**config.mk**
```make
export PLATFORM = sky130hd
export DESIGN_NAME = dual_port_bank_arbiter
export DESIGN_NICKNAME = d
export VERILOG_FILES = /design/src/rtl/dual_port_bank_arbiter.sv
export SDC_FILE = /design/constraint.sdc
export NUM_CORES = 1
export LEC_CHECK = 0
export ABC_AREA = 1
export BUFFER_PORTS_ARGS = -buffer_cell sky130_fd_sc_hd__buf_2
export CORE_ASPECT_RATIO = 1.5
export CORE_MARGIN = 2
export CORE_UTILIZATION = 47
export CTS_CLUSTER_SIZE = 24
export DETAILED_ROUTE_END_ITERATION = 7
export PLACE_DENSITY = 0.83
export SYNTH_ARGS = -nofsm -noshare
export SYNTH_HDL_FRONTEND = slang
export SYNTH_SLANG_ARGS = --single-unit
```
**constraint.sdc**
```tcl
create_clock -name i_clk -period 2.5 [get_ports i_clk]
set_input_delay 0.25 -clock i_clk [delete_from_list [all_inputs] [get_ports i_clk]]
set_output_delay 0.25 -clock i_clk [all_outputs]
set_load 0.005 [all_outputs]
```
**src/rtl/dual_port_bank_arbiter.sv**
```systemverilog
// dual_port_bank_arbiter
//
// Shares one dual-port, multi-bank memory between NUM_REQ requesters.
// Each cycle up to two requests are granted: one on port A and one on
// port B. The two granted requests always target different banks. Read
// data is routed back to the requester that issued the read. The memory
// port clocks are tied to i_clk outside this module.
//
// Ports
//   i_clk, i_rst        clock, synchronous active-high reset
//   i_req_valid/ready   per-requester handshake (ready is combinational)
//   i_req_we/addr/din   per-requester command, packed by requester index
//   o_rsp_valid/data    per-requester read response (pulse / held data)
//   o_mem_*_a, _b       registered memory commands for ports A and B
//   i_mem_dout_a, _b    memory read data, valid MEM_LAT cycles after sample
module dual_port_bank_arbiter #(
   parameter int WIDTH      = 8,
   parameter int ADDR_TOTAL = 5,
   parameter int NUM_BANK   = 4,
   parameter int NUM_REQ    = 4,
   parameter int MEM_LAT    = 1
) (
   input  logic                          i_clk,
   input  logic                          i_rst,
   input  logic [NUM_REQ-1:0]            i_req_valid,
   output logic [NUM_REQ-1:0]            o_req_ready,
   input  logic [NUM_REQ-1:0]            i_req_we,
   input  logic [NUM_REQ*ADDR_TOTAL-1:0] i_req_addr,
   input  logic [NUM_REQ*WIDTH-1:0]      i_req_din,
   output logic [NUM_REQ-1:0]            o_rsp_valid,
   output logic [NUM_REQ*WIDTH-1:0]      o_rsp_data,
   output logic                          o_mem_en_a,
   output logic                          o_mem_en_b,
   output logic                          o_mem_we_a,
   output logic                          o_mem_we_b,
   output logic [ADDR_TOTAL-1:0]         o_mem_addr_a,
   output logic [ADDR_TOTAL-1:0]         o_mem_addr_b,
   output logic [WIDTH-1:0]              o_mem_din_a,
   output logic [WIDTH-1:0]              o_mem_din_b,
   input  logic [WIDTH-1:0]              i_mem_dout_a,
   input  logic [WIDTH-1:0]              i_mem_dout_b
);

   localparam int BANK_BITS = $clog2(NUM_BANK);
   localparam int ID_BITS   = $clog2(NUM_REQ);

   // Tag carried alongside an in-flight read: which requester gets the data.
   typedef struct packed {
      logic               valid;
      logic [ID_BITS-1:0] id;
   } rsp_tag_t;

   // ------------------------------------------------------------------
   // Unpack per-requester fields
   // ------------------------------------------------------------------
   logic [ADDR_TOTAL-1:0] addr_arr [NUM_REQ];
   logic [WIDTH-1:0]      din_arr  [NUM_REQ];
   logic [BANK_BITS-1:0]  bank_arr [NUM_REQ];

   genvar gi;
   generate
      for (gi = 0; gi < NUM_REQ; gi++) begin : g_unpack
         assign addr_arr[gi] = i_req_addr[gi*ADDR_TOTAL +: ADDR_TOTAL];
         assign din_arr[gi]  = i_req_din[gi*WIDTH +: WIDTH];
         // Bank select is the top BANK_BITS of the word address.
         assign bank_arr[gi] = i_req_addr[gi*ADDR_TOTAL + ADDR_TOTAL - 1 -: BANK_BITS];
      end
   endgenerate

   // ------------------------------------------------------------------
   // Arbitration
   // ------------------------------------------------------------------
   logic [ID_BITS-1:0]   ptr_reg;
   logic [ID_BITS-1:0]   ptr_next;
   logic                 rst_hold_reg;
   logic [NUM_REQ-1:0]   valid_eff;
   logic                 found_a;
   logic                 found_b;
   logic [ID_BITS-1:0]   id_a;
   logic [ID_BITS-1:0]   id_b;
   logic [BANK_BITS-1:0] bank_a;
   logic [ID_BITS-1:0]   cand;
   logic [NUM_REQ-1:0]   grant;

   function automatic logic [ID_BITS-1:0] next_id(input logic [ID_BITS-1:0] id);
      return ID_BITS'((int'(id) + 1) % NUM_REQ);
   endfunction

   // No grants while in reset nor in the first cycle after it, so every
   // output is quiet for that cycle.
   assign valid_eff = (i_rst || rst_hold_reg) ? '0 : i_req_valid;

   // Single scan in round-robin order: the first valid requester takes
   // port A; the next one whose bank differs from A's takes port B.
   always_comb begin
      found_a = 1'b0;
      found_b = 1'b0;
      id_a    = '0;
      id_b    = '0;
      bank_a  = '0;
      cand    = '0;
      for (int i = 0; i < NUM_REQ; i++) begin
         cand = ID_BITS'((int'(ptr_reg) + i) % NUM_REQ);
         if (valid_eff[cand]) begin
            if (!found_a) begin
               found_a = 1'b1;
               id_a    = cand;
               bank_a  = bank_arr[cand];
            end else if (!found_b && (bank_arr[cand] != bank_a)) begin
               found_b = 1'b1;
               id_b    = cand;
            end
         end
      end
   end

   always_comb begin
      grant = '0;
      if (found_a) grant[id_a] = 1'b1;
      if (found_b) grant[id_b] = 1'b1;
   end

   assign o_req_ready = grant;

   // B always lies after A in scan order, so it is the last one granted.
   always_comb begin
      ptr_next = ptr_reg;
      if (found_b)      ptr_next = next_id(id_b);
      else if (found_a) ptr_next = next_id(id_a);
   end

   // ------------------------------------------------------------------
   // Command stage
   // ------------------------------------------------------------------
   always_ff @(posedge i_clk) begin
      if (i_rst) begin
         rst_hold_reg <= 1'b1;
         ptr_reg      <= '0;
         o_mem_en_a   <= 1'b0;
         o_mem_we_a   <= 1'b0;
         o_mem_addr_a <= '0;
         o_mem_din_a  <= '0;
         o_mem_en_b   <= 1'b0;
         o_mem_we_b   <= 1'b0;
         o_mem_addr_b <= '0;
         o_mem_din_b  <= '0;
      end else begin
         rst_hold_reg <= 1'b0;
         ptr_reg      <= ptr_next;
         o_mem_en_a   <= found_a;
         o_mem_we_a   <= found_a & i_req_we[id_a];
         o_mem_addr_a <= found_a ? addr_arr[id_a] : '0;
         o_mem_din_a  <= found_a ? din_arr[id_a]  : '0;
         o_mem_en_b   <= found_b;
         o_mem_we_b   <= found_b & i_req_we[id_b];
         o_mem_addr_b <= found_b ? addr_arr[id_b] : '0;
         o_mem_din_b  <= found_b ? din_arr[id_b]  : '0;
      end
   end

   // ------------------------------------------------------------------
   // Response path
   // ------------------------------------------------------------------
   // Stage k holds the tag of a read handshaken k+1 edges ago; the last
   // stage lines up with dout being valid, so its data is captured then.
   rsp_tag_t tag_a_reg [MEM_LAT+1];
   rsp_tag_t tag_b_reg [MEM_LAT+1];

   always_ff @(posedge i_clk) begin
      if (i_rst) begin
         for (int k = 0; k <= MEM_LAT; k++) begin
            tag_a_reg[k] <= '0;
            tag_b_reg[k] <= '0;
         end
      end else begin
         tag_a_reg[0] <= {found_a & ~i_req_we[id_a], id_a};
         tag_b_reg[0] <= {found_b & ~i_req_we[id_b], id_b};
         for (int k = 1; k <= MEM_LAT; k++) begin
            tag_a_reg[k] <= tag_a_reg[k-1];
            tag_b_reg[k] <= tag_b_reg[k-1];
         end
      end
   end

   logic [NUM_REQ-1:0]       rsp_valid_next;
   logic [NUM_REQ*WIDTH-1:0] rsp_data_next;

   // A and B were granted to different requesters, so the two writes
   // below never land on the same slice.
   always_comb begin
      rsp_valid_next = '0;
      rsp_data_next  = o_rsp_data;
      if (tag_a_reg[MEM_LAT].valid) begin
         rsp_valid_next[tag_a_reg[MEM_LAT].id] = 1'b1;
         rsp_data_next[int'(tag_a_reg[MEM_LAT].id)*WIDTH +: WIDTH] = i_mem_dout_a;
      end
      if (tag_b_reg[MEM_LAT].valid) begin
         rsp_valid_next[tag_b_reg[MEM_LAT].id] = 1'b1;
         rsp_data_next[int'(tag_b_reg[MEM_LAT].id)*WIDTH +: WIDTH] = i_mem_dout_b;
      end
   end

   always_ff @(posedge i_clk) begin
      if (i_rst) begin
         o_rsp_valid <= '0;
         o_rsp_data  <= '0;
      end else begin
         o_rsp_valid <= rsp_valid_next;
         o_rsp_data  <= rsp_data_next;
      end
   end

endmodule

```
## Word level (Yosys, flattened, before mapping)

Memory sizes are Yosys's and may differ from the RTL's.
Cells that the tools add are included.
W data, S select, Z words.

- Add/subtract/negate cells: 7
- Bitwise operators: 20
- Reduce and logical (&&, ||, !) cells: 12
- Multiplexer cells: 96
- Equality and inequality tests: 3
- $mul: 0
- Shift-type cells: 4
- Order comparisons: 18
- Divide/modulo/power cells: 0

Operators with widths:

| kind | number |
|---|---|
| $neg A5 Y33 | 2 |
| $shift A8 B33 Y32 const A | 2 |
| $shiftx A8 B33 Y32 | 2 |
| $bwmux W32 | 2 |
| $mux W32 | 2 |
| $mux W2 | 31 |
| $bmux W8 S2 | 2 |
| $mux W8 | 4 |
| $mux W1 | 26 |
| $lt A2 B3 Y1 const B | 8 |
| $bmux W5 S2 | 2 |
| $mux W4 | 5 |
| $mux W5 | 4 |
| $ge A3 B3 Y1 const B | 6 |
| $not A2 Y3 | 6 |
| $bmux W2 S2 | 4 |
| $bmux W1 S2 | 6 |
| $mux W3 | 4 |
| $demux W1 S2 | 4 |
| $ge A2 B1 Y1 const B | 4 |
| $or A4 B4 Y4 | 2 |
| $add A2 B1 Y2 const B | 3 |
| $logic_and A1 B1 Y1 | 6 |
| $ne A2 B2 Y1 | 3 |
| other kinds (8) | 20 |

- Logic and storage cells: 174
- Memories kept: 2
- Latch bits: 0
- Memory bits (writable): 12
- Input port bits: 78
- ROM bits: 0
- Register bits: 69

Memory list:

| memory | depth | width | rd ports | clocked after memory_dff | write ports | RTL line | RTL |
|---|---|---|---|---|---|---|---|
| tag_a_reg | 2 | 3 | 2 | 0 | 2 | 166 | `rsp_tag_t tag_a_reg [MEM_LAT+1];` |
| tag_b_reg | 2 | 3 | 2 | 0 | 2 | 167 | `rsp_tag_t tag_b_reg [MEM_LAT+1];` |

## Longest topological paths before layout

Gate-level depths: netlist of run 1.

- Word-level depth: 25
- Mapped depth: 25
- Depth with buffers taken out: 24

## Worst setup path after synthesis of run 1

OpenSTA, ideal clock, no wires.

- Path kind: register to register
- Start: register ptr_reg[0]
- End: register o_mem_addr_a[0]
- Buffers on the path: 2
- Data arrival time: 2,241 ps
- Stages on the path, launching flop included: 18
- Period minus slack after synthesis: 2,369 ps
- Setup slack: 131 ps
- Cell sequence: dfxtp_1 > inv_1 > buf_2 > nand3_1 > nand2_1 > nand2_2 > nand2_4 > ha_1 > nand2_1 > o211ai_1 > o221ai_1 > nand2_1 > inv_2 > nand2_1 > buf_2 > o22ai_1 > a221oi_1 > nor2_1

- Cells in the longest elaborated chain, start to end: 13

Ends and longest elaborated chain:

| what | RTL line | RTL |
|---|---|---|
| from (decl) | 73 | `logic [ID_BITS-1:0] ptr_reg;` |
| from (signal assigned) | 149 | `ptr_reg <= ptr_next;` |
| parallel branches: the longest is 13 deep, another holds $add A2 B1 Y2 | - |  |
| to (signal assigned) | 152 | `o_mem_addr_a <= found_a ? addr_arr[id_a] : '0;` |
| to (decl) | 36 | `output logic [ADDR_TOTAL-1:0] o_mem_addr_a,` |

Several ways; the timed one is not identified. The select of a mux whose other input is x is not followed.
A chain may end at the register's enable or synchronous reset.

## Final worst setup path of run 1

- Start: register ptr_reg[0]
- End: output o_req_ready[0]

- Cells in the longest elaborated chain, start to end: 25

Ends and longest elaborated chain:

| what | RTL line | RTL |
|---|---|---|
| $add A2 B1 Y2 / $not A2 Y3 (equally long branches) | - |  |
| $not A2 Y3 (implied by the code) / $bmux W2 S2 (equally long branches) | - |  |
| $bmux W2 S2 / $mux W2 (equally long branches) | - |  |
| $mux W2 (on tied branches) | - |  |
| $mux W2 (on tied branches) | 108, 109, 104 |  |
| $ne A2 B2 Y1 | 109 | `end else if (!found_b && (bank_arr[cand] != bank_a)) begin` |
| $mux W1 | 109 |  |
| $mux W1 | 105 | `if (!found_a) begin` |
| [... 9 more ...] | - |  |
| $mux W2 | 105 |  |
| $mux W2 | 104 | `if (valid_eff[cand]) begin` |
| $lt A2 B3 Y1 (implied by the code) / $ge A2 B1 Y1 (equally long branches) | 120 | `if (found_b) grant[id_b] = 1'b1;` |
| $logic_and A1 B1 Y1 (implied by the code) | 120 |  |
| $mux W1 (implied by the code) | 120 |  |
| $demux W1 S2 | 120 |  |
| $or A4 B4 Y4 (no source line) | - |  |
| $mux W4 (*) | 120 |  |
| to (decl) | 26 | `output logic [NUM_REQ-1:0] o_req_ready,` |

Every way passes the cells marked *; elsewhere a longest branch is shown, timed or not. The select of a mux whose other input is x is not followed.

==> impl_metrics.yaml, run 1 <==
global_route:
  global_route.usage.met2_pct: 48.4
  via_count_of_the_first_global_routing_pass: 5316
  use_met3_pct: 4.83
  gr-usage-all-layers_pct: 27.1
  grt_remaining_overflow: 0
  met1_usage_pct: 28.8
  grt_start_max_net_pins: 34
  grt_antenna_before_repair: 0
  top_usage_layer: "met2"
  grt_pass1_wl_um: 24100
detailed_routing:
  routedWlPerCell_um: 16.7
  drcViolationCount: 0
  pre_repair_dr_iteration_count: 6
  vias_per_cell: 5.87
  detail_route.wirelength_um: 16800
  drtAntennaViolNets: 0
  initialDrtViolationCount: 335
  vias: 5903
synthesis:
  synth.net_count: 804
  netlist_top_cells_count: "171 x nand2_1, 88 x inv_1, 81 x dfxtp_1"
  synth_largest_type_area_fraction_pct: 33.6
  share_of_flip_flops_with_an_asynchronous_set_or_reset_pct: 0
  synth-main-ff-cell: "dfxtp_1"
  edff_count_synth: 0
  synth.ff_latch_count: 81
  synthesis.yosys.warnings: 0
  synthDominantAreaCellType: "dfxtp_1"
  synth.distinct_cells: 35
  yosysSeqAreaShare_pct: 33.6
  yosysMostFrequentCell: "nand2_1"
  post_synth_main_area_contributors: "dfxtp_1 34%, nand2_1 13%, nand3_1 7.7%, inv_1 6.8%, a21oi_1 3.9%"
  synthesis.area_mm2: 0.00482
  syn-mean-instance-area_um2: 6.77
  synth_cells: 712
finish:
  largest_register_ffs: 32
  fin_area_mm2: 0.00683
  largest_register: "o_rsp_data"
  final_nets: 975
  final_layout_size_suffix_gt1_share_pct: 37.8
  nFillCells: 765
  area_growth_pct: 41.7
  layout_top_registers: "o_rsp_data x32, o_mem_din_a x8, o_mem_din_b x8"
  num_antenna_cells: 0
cts:
  clk_pin_slew_worst_paths_ns: 0.07
  cts_made_buffers: 9
  tritoncts: "yes"
  worst_skew_pair_latency_ns: 0.34
  clock-sinks: 81
  cts_max_level: 3
  cts_hold_buffers: 0
  maximum_clock_insertion_buffer_count: 2
  ctsRootBufferMaster: "clkbuf_16"
power:
  power_leakage_nw: 3.44
  power.density_mw_per_mm2: 1180
  ir_worst_vdd_v: 0.00103
critical_path:
  regToRegStartpoint: "ptr_reg[0]$_SDFFE_PP0P_"
  worst_ep_arrival_time_ns: 2.59
  r2r_setup_slack_ns: -0.11
  worstSetupStartpoint: "ptr_reg[0]$_SDFFE_PP0P_"
  worstSetupStartpointType: "flip-flop"
  critical_path_peak_fanout: 8
  worstPathRequired_ns: 2.25
  critical_path.endpoint_type: "output pin"
  timing.rr.end: "o_mem_addr_b[3]$_SDFF_PP0_"
  timing.critical_path.to: "o_req_ready[0]"
  path_class: "reg2out"
  reg2regPathDepth: 23
sta:
  worst_slack_ns: -0.341
  fin_worst_hold_slack_ns: 0.163
  timing_max_transition_violations_final: 0
  max_slew.worst_pin.slew_ns: 0.605
  achievable-frequency_mhz: 352
  period_share_pct: 114
  rsz0062_at_grt: "true"
  finalHoldViolations: 0
  skew_ns: 0.00826
  max-slew-margin-rel_pct: 59.5
  minimum_clock_period_after_layout_ns: 2.84
  setup_violations: 21
worst_hold_path:
  min_path_type: "in2reg"
place:
  place_area_mm2: 0.00583
  gp_congestion: 0.953
  place_ws_ns: -0.0175
  buffer_ports.inserted: 147
  place_hpwl_um: 11400
floorplan:
  num_io_pins: 148
  start_util_pct: 47.9
  die_w_um: 86.7
  core_area_mm2: 0.0101
  rows: 45
  chipHeight_um: 128
  die_area_mm2: 0.0111
job:
  cap_violations: 0
run_status:
  violations: "setup timing"
  outcome: "finished with violations"
kinds of logic (layout without fill, tap and decap cells):
| logic type | Yosys count | in the layout | share of synthesized area [%] |
|---|---|---|---|
| and+or+nand+nor | 344 | 344 | 32.6 |
| DFF | 81 | 81 | 33.6 |
| adders and majority gates | 14 | 14 | 3.63 |
| buffers and inverters | 128 | 304 | 11.1 |
| AOI/OAI and AO/OA | 143 | 143 | 18.7 |
| xor gates and xnor gates | 2 | 2 | 0.363 |
worst min-delay path by stage:
| stage | cells after the start | end | start |
|---|---|---|---|
| 3_5_place_dp | 2 | tag_a_reg[0][3]$_SDFF_PP0_ | tag_a_reg[0][0]$_SDFF_PP0_ |
| 2_1_floorplan | 0 | rst_hold_reg$_DFF_P_ | i_rst |
| 6_report | 3 | o_mem_addr_a[3]$_SDFF_PP0_ | i_req_addr[3] |
| 5_1_grt | 3 | o_mem_din_a[3]$_SDFF_PP0_ | i_req_din[3] |
| 3_3_place_gp | 2 | tag_a_reg[0][4]$_SDFF_PP0_ | tag_a_reg[0][1]$_SDFF_PP0_ |
| 4_1_cts | 3 | o_mem_din_a[5]$_SDFF_PP0_ | i_req_din[5] |
report_power, final:
part / switching, W / internal (W)
clock network: 0.000557 / 0.000809
logic: 0.00299 / 0.00192
registers: 0.000151 / 0.00163
per-stage QoR:
stage	util, %	total power (W)	TNS [ns]	instances
6_report	67.8	0.00806	-2.46	1005
5_1_grt	67.8	0.00849	-6.21	1005
4_1_cts	62.6	0.00708	-0.908	1001
3_5_place_dp	57.9	0.00546	-0.0175	980
3_3_place_gp	57.9	0.00542	-0.0428	980
2_1_floorplan	-	0.00416	0	712
worst max-delay path, stage by stage (launching register included):
cell and delay, ns:
dfxtp_4 0.40, buf_6 0.15, nand2_4 0.07, nand2_8 0.09, inv_8 0.06, o21ai_4 0.18, nand3_4 0.11, nand2_2 0.09
inv_1 0.04, nand3_1 0.08, nand2_1 0.08, nand2_2 0.09, nand2_2 0.06, nor2_4 0.12, nand2_4 0.08, nand2_4 0.08
nand2_4 0.07, nand2_8 0.11, nand2_4 0.07, o22ai_2 0.09, buf_2 0.14
routing by layer:
layer  wire, µm  vias to the layer above
met3       1340                       90
li1           -                     2739
met4        892                        0
met5          0                        -
met1       5820                     2709
met2       8710                      365
what timing repair did:
item,in CTS,in global routing
setup buffers,5,4
hold endpoints to repair,0,0
endpoints found under the setup margin,17,35
resized for setup,38,120
pin swaps,11,33
layout make-up:
cell class                 instances  area, µm²  area share (%)
sequential                        81       1630            23.8
timing repair buffer             193       1180            17.3
clock inverter                     5       62.6           0.915
clock buffer                      11        243            3.55
multi-input combinational        503       3190            46.7
inverter                          95        377            5.51
tap                              117        146            2.14
cell usage in the layout, fill, tap and decap left out, types with 16 or more instances in the layout:
| cell | instances |
|---|---|
| a21oi_1 | 26 |
| buf_2 | 147 |
| buf_4 | 32 |
| dfxtp_1 | 78 |
| inv_1 | 87 |
| nand2_1 | 139 |
| nand2_2 | 23 |
| nand2_4 | 24 |
| nand3_1 | 48 |
| nand3_2 | 28 |
| nand3b_1 | 16 |
| nor2_1 | 44 |
| o21ai_0 | 17 |
Note: power is estimated with default switching activity, not from simulation.
==> inputs of run 2 (changes only) <==
CORE_ASPECT_RATIO = 0.7   (was 1.5)
TNS_END_PERCENT = 10   (was unset)
==> impl_metrics.yaml, run 2 (synthesis gave the netlist of run 1 again) <==
run_status:
  outcome: "finished with violations"
  violations: "setup timing"
finish:
  fin_area_mm2: 0.00674
  mostFrequentLayoutCell: "nand2_1"
  final_layout_size_suffix_gt1_share_pct: 35.6
  final_util_pct: 68.5
  post_layout_nonfiller_instances: 1042
  final_nets: 1001
  num_antenna_cells: 0
  layout_top_registers: "o_rsp_data x32, o_mem_din_a x8, o_mem_din_b x8"
  largest_register_ffs: 32
  area_growth_pct: 39.7
  most-common-layout-cells: "150 x nand2_1, 147 x buf_2, 87 x inv_1"
  largest_register: "o_rsp_data"
sta:
  max-slew-margin-rel_pct: 67.0
  timing_max_transition_violations_final: 0
  finalHoldViolations: 0
  setup_violations: 23
  max_slew.worst_pin.slew_ns: 0.494
  achievable-frequency_mhz: 344
  rsz0062_at_grt: "true"
  fin_worst_hold_slack_ns: 0.154
  minimum_clock_period_after_layout_ns: 2.91
  fin_tns_setup_ns: -5.15
  period_share_pct: 116
  skew_ns: 0.00805
  worst_slack_ns: -0.407
detailed_routing:
  vias: 5829
  drcViolationCount: 0
  vias_per_cell: 5.59
  drtAntennaViolNets: 0
  pre_repair_dr_iteration_count: 8
  routedWlPerCell_um: 16.0
  initialDrtViolationCount: 686
  detail_route.wirelength_um: 16700
floorplan:
  num_io_pins: 148
  chipHeight_um: 88.8
  start_util_pct: 49.0
  rows: 30
  core_area_mm2: 0.00983
  die_area_mm2: 0.0111
  die_w_um: 125
place:
  gp_congestion: 0.971
  buffer_ports.inserted: 147
  place_area_mm2: 0.00595
  placedCellCount: 1009
  place_hpwl_um: 11900
cts:
  clk_pin_slew_worst_paths_ns: 0.06
  maximum_clock_insertion_buffer_count: 2
  cts_made_buffers: 9
  clock-sinks: 81
  cts_max_level: 3
  tritoncts: "yes"
  ctsRootBufferMaster: "clkbuf_16"
  worst_skew_pair_latency_ns: 0.34
  cts_hold_buffers: 0
global_route:
  grt_remaining_overflow: 0
  grt_pass1_wl_um: 24400
  grt_start_max_net_pins: 34
  gr-usage-all-layers_pct: 27.6
  via_count_of_the_first_global_routing_pass: 5020
  grt_antenna_before_repair: 0
critical_path:
  worstPathRequired_ns: 2.25
  reg2regPathDepth: 22
  worstSetupStartpointType: "flip-flop"
  regToRegStartpoint: "rst_hold_reg$_DFF_P_"
  critical_path.endpoint_type: "output pin"
  critical_path_peak_fanout: 8
  worst_ep_arrival_time_ns: 2.66
  path_class: "reg2out"
  r2r_setup_slack_ns: -0.28
  timing.rr.end: "o_mem_din_b[3]$_SDFF_PP0_"
worst_hold_path:
  timing.hold.worst_endpoint: "o_mem_addr_a[3]$_SDFF_PP0_"
  min_path_type: "in2reg"
  min_path_cells: 3
  min_from: "i_req_addr[3]"
power:
  power.share.switching_pct: 45.0
  cellInternalPower_w: 0.00426
  power.density_mw_per_mm2: 1150
  power_leakage_nw: 3.43
  power.sequential.fraction_pct: 22.6
  power.share.combinational_pct: 61.2
  ir_worst_vdd_v: 0.000636
  power.switching_w: 0.00349
  clockPowerShare_pct: 16.1
job:
  cap_violations: 0
[run 2: metal layers]
metal,GRT usage [%],wire [µm],vias to the layer above
met5,0,0,-
met4,8.48,476,0
met3,9.55,2050,51
met2,39.9,7010,382
met1,38.8,7180,2615
li1,-,-,2781
[run 2: repair_timing]
| item | 4_1_cts | 5_1_grt |
|---|---|---|
| cloned | 0 | 0 |
| endpoints found under the setup margin | 24 | 36 |
| buffers inserted | 9 | 8 |
| resized for setup | 38 | 57 |
| endpoints found under the hold margin | 0 | 0 |
| pin swaps | 18 | 32 |
[run 2: layout make-up]
| class | count | area, µm² |
|---|---|---|
| clock buffers | 14 | 264 |
| repair buffers | 219 | 1290 |
| well taps | 128 | 160 |
| multi-input cells | 503 | 3000 |
| inverters | 95 | 379 |
| fillers | 809 | 3100 |
| flip-flops and latches | 81 | 1630 |
| clock inverters | 2 | 12.5 |
[run 2: power by group through the flow]
| stage | combinational, W | clock (W) | sequential, W |
|---|---|---|---|
| 3_3_place_gp | 0.00376 | 0 | 0.00176 |
| 2_1_floorplan | 0.00237 | 0 | 0.00179 |
| 5_1_grt | 0.00511 | 0.00130 | 0.00178 |
| 3_5_place_dp | 0.00381 | 0 | 0.00177 |
| 6_report | 0.00475 | 0.00125 | 0.00175 |
| 4_1_cts | 0.00414 | 0.00126 | 0.00175 |
[run 2: how the worst max path moves through the flow]
stage / start / depth (start not counted) / slack (ns) / to
floorplan: ptr_reg[0]$_SDFFE_PP0P_ / 17 / 0.13 / o_mem_addr_a[0]$_SDFF_PP0_
global placement: ptr_reg[0]$_SDFFE_PP0P_ / 18 / 0.01 / o_mem_we_a$_SDFF_PP0_
detailed placement: ptr_reg[0]$_SDFFE_PP0P_ / 20 / -0.05 / o_req_ready[0]
CTS: ptr_reg[0]$_SDFFE_PP0P_ / 20 / -0.29 / o_req_ready[0]
global route: rst_hold_reg$_DFF_P_ / 19 / -0.55 / o_req_ready[0]
finish: rst_hold_reg$_DFF_P_ / 19 / -0.41 / o_req_ready[0]
[run 2: metrics by stage]
| step | setup slack [ns] | power [W] |
|---|---|---|
| after CTS | -0.294 | 0.00715 |
| after global placement | 0.0136 | 0.00553 |
| after floorplan | 0.131 | 0.00416 |
| final | -0.407 | 0.00775 |
| after detailed placement | -0.0513 | 0.00557 |
| after global routing | -0.550 | 0.00819 |
[run 2: worst max-delay path, stage by stage, from the launching register on]
cell and delay, ns:
dfxtp_2 0.34, nor2_8 0.21, nand3_2 0.13, nand2_2 0.11, nand2_2 0.08, nand2_4 0.11
nand2_2 0.10, nand2_2 0.08, nand2_1 0.05, nand2_1 0.08, nand3_2 0.09, buf_4 0.14
nand3_1 0.08, nand2_1 0.08, nand2_1 0.11, nand2_2 0.08, nand2_4 0.13, inv_4 0.05
o22ai_2 0.12, buf_2 0.13
==> inputs of run 3 (changes only) <==
BUFFER_PORTS_ARGS = -buffer_cell sky130_fd_sc_hd__clkbuf_2   (was -buffer_cell sky130_fd_sc_hd__buf_2)
CORE_ASPECT_RATIO = unset   (was 0.7)
PLACE_DENSITY = 0.77   (was 0.83)
==> impl_metrics.yaml, run 3 (synthesis gave the netlist of run 1 again) <==
run_status:
  outcome: "finished with violations"
  violations: "setup timing"
detailed_routing:
  drtAntennaViolNets: 0
  vias: 5742
  routedWlPerCell_um: 15.3
  vias_per_cell: 5.59
  pre_repair_dr_iteration_count: 6
  drcViolationCount: 0
  initialDrtViolationCount: 508
  detail_route.wirelength_um: 15700
critical_path:
  r2r_setup_slack_ns: -0.23
  crit_top_cell: "nand2_2"
  worst_ep_arrival_time_ns: 2.70
  critical_path_peak_fanout: 8
  reg2regPathDepth: 23
  critPathMaxStageDelay_ns: 0.36
  timing.critical_path.to: "o_req_ready[0]"
  worstPathRequired_ns: 2.25
  timing.rr.end: "o_mem_we_b$_SDFF_PP0_"
  crit_chain: "nor2_8 -> nand3_2 -> nand2_2 -> nand2_2 -> nand2_4 -> nand3_4 -> nand2_4 -> nand2_2 -> nand2_2 -> nand3_2 -> buf_4 -> nand3_1 -> nand2_1 -> nand2_1 -> nand2_2 -> nand2_4 -> inv_4 -> o22ai_2 -> buf_2"
  path_class: "reg2out"
  worst_path_max_delay_cell: "dfxtp_4"
  worstSetupStartpoint: "rst_hold_reg$_DFF_P_"
  worstSetupStartpointType: "flip-flop"
  regToRegStartpoint: "rst_hold_reg$_DFF_P_"
  critical_path.endpoint_type: "output pin"
sta:
  worst_slack_ns: -0.450
  period_share_pct: 118
  timing_max_transition_violations_final: 0
  minimum_clock_period_after_layout_ns: 2.95
  fin_tns_setup_ns: -4.66
  finalHoldViolations: 0
  setup_violations: 25
  fin_worst_hold_slack_ns: 0.154
  max-slew-margin-rel_pct: 59.0
  skew_ns: 0.00536
  rsz0062_at_grt: "true"
  achievable-frequency_mhz: 339
  max_slew.worst_pin.slew_ns: 0.610
power:
  power.share.combinational_pct: 61.6
  power.switching_w: 0.00341
  cellInternalPower_w: 0.00402
  power.share.switching_pct: 45.8
  power.sequential.fraction_pct: 23.9
  ir_worst_vdd_v: 0.000719
  clockPowerShare_pct: 14.5
  power_leakage_nw: 3.29
  power.density_mw_per_mm2: 1120
finish:
  most-common-layout-cells: "148 x nand2_1, 144 x clkbuf_2, 87 x inv_1"
  final_nets: 983
  largest_register: "o_rsp_data"
  multi_input_comb_area_mm2: 0.00304
  area_growth_pct: 37.5
  nFillCells: 800
  layout_top_registers: "o_rsp_data x32, o_mem_din_a x8, o_mem_din_b x8"
  fin_area_mm2: 0.00663
  largest_register_ffs: 32
  layout.area.seq_mm2: 0.00163
  mostFrequentLayoutCell: "nand2_1"
  final_layout_size_suffix_gt1_share_pct: 34.5
  num_antenna_cells: 0
place:
  gp_congestion: 0.955
  place_ws_ns: -0.100
  buffer_ports.inserted: 147
  place_area_mm2: 0.00586
  place_hpwl_um: 11200
cts:
  worst_skew_pair_latency_ns: 0.36
  cts_made_buffers: 9
  ctsRootBufferMaster: "clkbuf_8"
  tritoncts: "yes"
  maximum_clock_insertion_buffer_count: 2
  clk_pin_slew_worst_paths_ns: 0.08
  cts_hold_buffers: 0
  clock-sinks: 81
  cts_max_level: 3
global_route:
  grt_pass1_wl_um: 24900
  grt_remaining_overflow: 0
  gr-usage-all-layers_pct: 27.1
  via_count_of_the_first_global_routing_pass: 5386
  grt_antenna_before_repair: 0
  grt_start_max_net_pins: 34
floorplan:
  core_area_mm2: 0.00986
  rows: 36
  die_w_um: 105
  start_util_pct: 48.9
  die_area_mm2: 0.0111
  num_io_pins: 148
  chipHeight_um: 105
job:
  cap_violations: 0
worst_hold_path:
  min_path_cells: 3
  min_path_type: "in2reg"
run 3: changes by cell type in the layout (fill, tap and decap cells not counted), moves of 4 or more:
| cell | previous run | this run |
|---|---|---|
| a21oi_1 | 36 | 32 |
| a21oi_2 | 2 | 6 |
| a221oi_1 | 13 | 17 |
| a221oi_2 | 5 | 1 |
| buf_12 | 0 | 4 |
| buf_2 | 147 | 4 |
| buf_4 | 68 | 46 |
| clkbuf_16 | 9 | 0 |
| clkbuf_2 | 0 | 144 |
| clkbuf_8 | 2 | 10 |
| nand3_4 | 3 | 8 |
run 3: worst max-delay path, delay by kind of cell (launching register included):
family	cells	cell delay, ns
flip-flops	1	0.36
AND/OR/NAND/NOR	15	1.52
AO/OA/AOI/OAI	1	0.12
buffers and inverters	3	0.33
run 3: per-layer routing:
| metal | global-route usage, % | share of wire, % |
|---|---|---|
| met1 | 35.0 | 40 |
| met2 | 45.1 | 49 |
| met3 | 3.28 | 7.3 |
| met4 | 12.5 | 3.2 |
| met5 | 0 | 0 |
run 3: metrics by stage:
step	std cells	power (W)	util, %
after floorplan	712	0.00416	-
after global placement	997	0.00539	59.4
after detailed placement	997	0.00549	59.4
after CTS	1023	0.00691	63.9
after global routing	1028	0.00792	67.3
final	1028	0.00743	67.3
run 3: repair_timing:
item,CTS,global route
setup endpoints to repair,21,37
resized for setup,41,70
setup buffers,10,5
pin swaps,12,28
cloned,1,0
run 3: area by class of cell:
class,count,share of cell area (%)
well taps,133,2.51
inverters,95,5.60
flip-flops and latches,81,24.6
clock buffers,10,2.07
multi-input cells,503,45.9
repair buffers,201,18.1
clock inverters,5,1.21
run 3: how the worst min path moves through the flow:
stage                               startpoint  slack [ns]                         end
floorplan                                i_rst        0.28        rst_hold_reg$_DFF_P_
global placement    tag_b_reg[0][0]$_SDFF_PP0_        0.39  tag_b_reg[0][3]$_SDFF_PP0_
detailed placement  tag_b_reg[0][0]$_SDFF_PP0_        0.40  tag_b_reg[0][3]$_SDFF_PP0_
CTS                              i_req_addr[3]        0.15  o_mem_addr_a[3]$_SDFF_PP0_
global route                     i_req_addr[1]        0.16  o_mem_addr_a[1]$_SDFF_PP0_
finish                           i_req_din[11]        0.15   o_mem_din_a[3]$_SDFF_PP0_
run 3: power by group through the flow:
| stage | clock network (W) | registers [W] | logic (W) |
|---|---|---|---|
| finish | 0.00108 | 0.00177 | 0.00458 |
| global route | 0.00114 | 0.00180 | 0.00498 |
| CTS | 0.00109 | 0.00176 | 0.00407 |
| detailed placement | 0 | 0.00179 | 0.00371 |
| global placement | 0 | 0.00178 | 0.00362 |
| floorplan | 0 | 0.00179 | 0.00237 |
